<file path="config.mk">
export PLATFORM = sky130hd
export DESIGN_NAME = ahb_rr_arbiter
export DESIGN_NICKNAME = d
export VERILOG_FILES = /design/src/rtl/ahb_arb_pkg.sv /design/src/rtl/rr_pick.sv /design/src/rtl/ahb_rr_arbiter.sv
export SDC_FILE = /design/constraint.sdc
export NUM_CORES = 1
export LEC_CHECK = 0
export CORE_ASPECT_RATIO = 2
export CORE_MARGIN = 4
export CORE_UTILIZATION = 25
export CTS_CLUSTER_DIAMETER = 80
export DETAILED_ROUTE_END_ITERATION = 8
export DONT_BUFFER_PORTS = 1
export HOLD_SLACK_MARGIN = 0.02
export PLACE_DENSITY = 0.42
export SLEW_MARGIN = 20
export SYNTH_ARGS = -nofsm -noshare
export SYNTH_HDL_FRONTEND = slang
export SYNTH_HIERARCHICAL = 1
export SYNTH_SLANG_ARGS = --single-unit
</file>
<file path="constraint.sdc">
create_clock -name hclk -period 3.04 [get_ports hclk]
set_input_delay 0.456 -clock hclk [delete_from_list [all_inputs] [get_ports hclk]]
set_output_delay 0.456 -clock hclk [all_outputs]
set_load 0.1 [all_outputs]
</file>
<file path="src/rtl/ahb_arb_pkg.sv">
// Shared encodings for the AHB round-robin arbiter: htrans codes, FSM states
// and the default-master index.
package ahb_arb_pkg;

   localparam logic [1:0] HTRANS_IDLE   = 2'b00;
   localparam logic [1:0] HTRANS_BUSY   = 2'b01;
   localparam logic [1:0] HTRANS_NONSEQ = 2'b10;
   localparam logic [1:0] HTRANS_SEQ    = 2'b11;

   localparam logic [1:0] ARB_IDLE   = 2'b00;
   localparam logic [1:0] ARB_GRANT  = 2'b01;
   localparam logic [1:0] ARB_LOCKED = 2'b10;

   localparam int unsigned DEFAULT_MASTER = 0;

endpackage

</file>
<file path="src/rtl/rr_pick.sv">
// Rotate-priority encoder: first requester after 'last', wrapping, with 'last'
// itself checked final. Purely combinational.
module rr_pick #(
   parameter int unsigned NUM_MASTERS = 4,
   localparam int unsigned MW = $clog2(NUM_MASTERS)
) (
   input  logic [NUM_MASTERS-1:0] req,
   input  logic [MW-1:0]          last,
   output logic [NUM_MASTERS-1:0] winner,
   output logic [MW-1:0]          idx,
   output logic                   valid
);

   logic [MW-1:0] pos;

   always_comb begin
      winner = '0;
      idx    = '0;
      valid  = 1'b0;
      pos    = '0;
      for (int k = 1; k <= int'(NUM_MASTERS); k++) begin
         pos = MW'((int'(last) + k) % int'(NUM_MASTERS));
         if (!valid && req[pos]) begin
            valid       = 1'b1;
            idx         = pos;
            winner[pos] = 1'b1;
         end
      end
   end

endmodule

</file>
<file path="src/rtl/ahb_rr_arbiter.sv">
// Round-robin AHB arbiter with lock and burst-continuity handling.
// Optional tenure limit enabled by defining ARB_TIMEOUT_EN.
module ahb_rr_arbiter
   import ahb_arb_pkg::*;
#(
   parameter int unsigned NUM_MASTERS = 4,
`ifdef ARB_TIMEOUT_EN
   parameter int unsigned MAX_TENURE = 16,
`endif
   localparam int unsigned MW = $clog2(NUM_MASTERS)
) (
   input  logic                   hclk,
   input  logic                   hresetn,
   input  logic [NUM_MASTERS-1:0] hbusreq,
   input  logic [NUM_MASTERS-1:0] hlock,
   input  logic [1:0]             htrans,
   input  logic                   hready,
   output logic [NUM_MASTERS-1:0] hgrant,
   output logic [MW-1:0]          hmaster,
   output logic                   hmastlock
);

   logic [1:0]             state_q, state_d;
   logic [NUM_MASTERS-1:0] grant_q, grant_d, grant_default;
   logic [MW-1:0]          last_q, last_d;
   logic [MW-1:0]          grant_idx;
   logic [NUM_MASTERS-1:0] req_eff;
   logic [NUM_MASTERS-1:0] pick_winner;
   logic [MW-1:0]          pick_idx;
   logic                   pick_valid;
   logic                   burst;
   logic                   lock_g;
   logic                   rearb;

   assign burst  = (htrans == HTRANS_BUSY) || (htrans == HTRANS_SEQ);
   assign lock_g = hlock[grant_idx];

   always_comb begin
      grant_default                 = '0;
      grant_default[DEFAULT_MASTER] = 1'b1;
   end

   always_comb begin
      grant_idx = '0;
      for (int i = 0; i < int'(NUM_MASTERS); i++) begin
         if (grant_q[i]) grant_idx = MW'(i);
      end
   end

`ifdef ARB_TIMEOUT_EN
   localparam int unsigned TW = $clog2(MAX_TENURE + 1);

   logic [TW-1:0] tenure_q;
   logic          expired;

   // An owner that used up its tenure is hidden from the next pick; hold still wins.
   assign expired = (tenure_q == TW'(MAX_TENURE)) && (state_q != ARB_LOCKED);
   assign req_eff = expired ? (hbusreq & ~grant_q) : hbusreq;

   always_ff @(posedge hclk or negedge hresetn) begin
      if (!hresetn) begin
         tenure_q <= '0;
      end else if (hready) begin
         if (grant_d != grant_q) begin
            tenure_q <= '0;
         end else if (htrans[1] && (tenure_q != TW'(MAX_TENURE))) begin
            tenure_q <= tenure_q + 1'b1;
         end
      end
   end
`else
   assign req_eff = hbusreq;
`endif

   rr_pick #(
      .NUM_MASTERS (NUM_MASTERS)
   ) u_rr_pick (
      .req    (req_eff),
      .last   (last_q),
      .winner (pick_winner),
      .idx    (pick_idx),
      .valid  (pick_valid)
   );

   always_comb begin
      state_d = state_q;
      grant_d = grant_q;
      last_d  = last_q;
      rearb   = 1'b0;
      // A locked master also may not release in the middle of a burst.
      if (hready && !burst) begin
         unique case (state_q)
            ARB_IDLE:   rearb = 1'b1;
            ARB_GRANT: begin
               if (lock_g) state_d = ARB_LOCKED;
               else        rearb   = 1'b1;
            end
            ARB_LOCKED: rearb = !lock_g;
            default:    state_d = ARB_IDLE;
         endcase
      end
      if (rearb) begin
         if (pick_valid) begin
            grant_d = pick_winner;
            last_d  = pick_idx;
            state_d = ARB_GRANT;
         end else begin
            grant_d = grant_default;
            state_d = ARB_IDLE;
         end
      end
   end

   always_ff @(posedge hclk or negedge hresetn) begin
      if (!hresetn) begin
         state_q   <= ARB_IDLE;
         grant_q   <= NUM_MASTERS'(1);
         last_q    <= '0;
         hmaster   <= '0;
         hmastlock <= 1'b0;
      end else begin
         state_q <= state_d;
         grant_q <= grant_d;
         last_q  <= last_d;
         if (hready) begin
            hmaster   <= grant_idx;
            hmastlock <= lock_g;
         end
      end
   end

   assign hgrant = grant_q;

endmodule

</file>
==> out/metrics.cfg <==
[floorplanning]
ios=20
num_rows=33
die_h_um=100.4
die_x_um=54.20
start_util_pct=25.85
dieArea_um2=5442
core_region_area_um2=4129

[critical_path]
critical-path-slowest-cell=ha_1
required_ns=3.20
crit_chain=inv_1, ha_1, mux2i_4, o21ai_1, a221o_1, nand2b_1, mux2_1
max_stage_delay_ns=0.56
worst-path-max-fanout=8
end_kind=flip-flop
arrival_ns=2.47
cp-start-kind=flip-flop
worstSetupPathType=flip-flop to flip-flop

[sta]
skew_ns=0.002522
rsz0062_at_grt=no
fin_hold_ws_ns=0.05515
max_freq_mhz=434.2
finalHoldViolations=0
drv_slew=0
slew_headroom_pct=40.11
setup-tns-final_ns=0
worst_pin_slew_ns=0.8984
setup_viol=0
fin_crit_sh_pct=75.76
min_period_ns=2.303

[yosys]
syn_nets=139
ys_ff_latch=11
ys_async_sr_fraction_pct=100.0
synth_area_leaders=dfrtp_1 23%, ha_1 9.4%, nand2_1 6.0%
yosys.area.top_type=dfrtp_1
ys.flop_type=dfrtp_1
ys_warn_count=6
synth_top_area_share_pct=23.45
synth-edff-count=0
synth_cell_types=43
synthesis.area_um2=1067
avgSynthCellArea_um2=9.045
yosysSeqAreaShare_pct=25.91
synth_cells=118

[clock_tree]
cts_sinks=11
cts_root_buf=clkbuf_8
htreeDepth=1
insertion_delay_ns=0.24
postCtsSetupBuffers=0
cts.clk_slew.worst_paths_ns=0.05
numCtsBuffers=3
cts_tree=built
clock_path_buffers=2

[job]
maxCapViolCount=0

[global_routing]
track_usage_pct=9.986
grt_pass1_wl_um=4160
grt_pass1_vias=869
grt_max_degree=17
grt_overflow=0
antenna_found_initial=0

[layout]
drive_above_1_share_pct=15.45
filler_cell_count=473
fin_nets=145
post-route-cell-area_um2=1180
antennaDiodeCount=0
stdcell_count=175
utilization_pct=28.58
area_growth_pct=10.55

[placed_design]
hpwl_um=1882
portBuffers=0
placed_area_um2=1125
gp_congestion=0.7945
placed_cells=170

[detailed_routing]
drc=0
viasPerCell=4.937
drt_pass1_iterations=4
detail_route.wl_per_cell_um=14.15
drt_iter0_drc=8
ant_nets=0
vias=864
wl_um=2476

[power_and_ir_drop]
cellLeakagePower_nw=0.4837
cellPowerDensity_nw_per_um2=1226
ir_worst_vdd_v=0.0006328

[outcome]
outcome=completed

[min_path]
min_path_type=input port to asynchronous set/reset pin

-- routing by layer --
metal  vias to the layer above  track usage, %  share of wire [%]
li1                        441               -                  -
met2                        19           17.17                 52
met3                         4           1.040                3.8
met4                         0           4.031                1.5
met1                       400           12.04                 42
met5                         -               0                  0
-- cell families after synthesis --
kind of cell             count (synthesis)  share of synthesized area [%]
AO/OA/AOI/OAI                           38                          28.37
adder cells (fa/ha/maj)                  8                          9.379
buffers and inverters                   10                          5.978
flip-flops                              11                          25.91
multiplexers                             9                          11.14
AND/OR/NAND/NOR                         42                          19.23
-- final timing paths --
check                            from         end  depth (start not counted)  slack [ns]
setup / recovery            last_q[1]   hgrant[0]                          7        0.74
hold / removal                hresetn   hgrant[0]                          0        0.06
setup reg to reg            last_q[1]   hgrant[0]                          7        0.74
hold reg to reg            state_q[0]  state_q[0]                          1        0.55
max in group asynchronous     hresetn  hmaster[1]                          1        2.10
min in group hclk              hready   hmastlock                          1        0.30
-- repair_timing --
action	in CTS	in global routing
endpoints found under the setup margin	0	0
hold endpoints to repair	10	0
hold buffers	1	0
resized for setup	0	0
-- worst max-delay path: cells and delay by family (launching register included) --
family / cells / cell delay, ns
buf+inv: 1 / 0.14
flops: 1 / 0.35
simple gates: 1 / 0.13
fa+ha+maj: 1 / 0.56
compound gates: 2 / 0.36
mux: 2 / 0.68
-- synth_stat cells, types with 2 or more instances --
| library cell | number |
|---|---|
| buf_6 | 3 |
| inv_1 | 4 |
| dfrtp_1 | 10 |
| nand2_1 | 17 |
| a21boi_0 | 3 |
| ha_1 | 8 |
| a21oi_1 | 6 |
| mux2i_1 | 4 |
| o31ai_1 | 2 |
| o21ai_0 | 5 |
| o21ai_1 | 5 |
| nand2b_1 | 3 |
| nor2_1 | 12 |
| mux2_1 | 3 |
| nand3_1 | 2 |
| a221o_1 | 4 |
-- power breakdown --
group	internal [W]	leakage [nW]	switching, W
logic	0.000341	0.328	0.000522
clock network	0.0000923	0.0228	0.0000576
registers	0.000209	0.133	0.000226
-- flip-flops by register name, indices dropped and copies added, names as in the netlist --
signal	flops
hmaster	2
hmastlock	1
hgrant	4
last_q	2
state_q	2
-- cell type report --
type	count	area (µm²)	area share, %
clock buffers	4	45.04	3.818
inverters	5	18.77	1.591
multi-input cells	97	726.9	61.61
flip-flops and latches	11	276.5	23.44
well taps	52	65.06	5.514
repair buffers	6	47.55	4.030
-- stage by stage --
stage | setup WS (ns) | power, W
2_1_floorplan | 0.5479 | 0.001156
3_3_place_gp | 0.7598 | 0.001292
3_5_place_dp | 0.7593 | 0.001295
4_1_cts | 0.7289 | 0.001455
5_1_grt | 0.6132 | 0.001555
6_report | 0.7369 | 0.001447
-- placed cells by master, fill, tap and decap left out, types with 2 or more instances in the layout --
cell and count:
nand2_1 17, a221o_1 4, o21ai_1 5, mux2i_1 4, ha_1 8, dfrtp_1 10, clkbuf_8 3, a21boi_0 3
nor2_1 12, mux2_1 3, o21ai_0 5, a21oi_1 6, buf_4 5, inv_1 4, o31ai_1 2, nand2b_1 3
nand3_1 2
(Power assumes the default switching activity.)
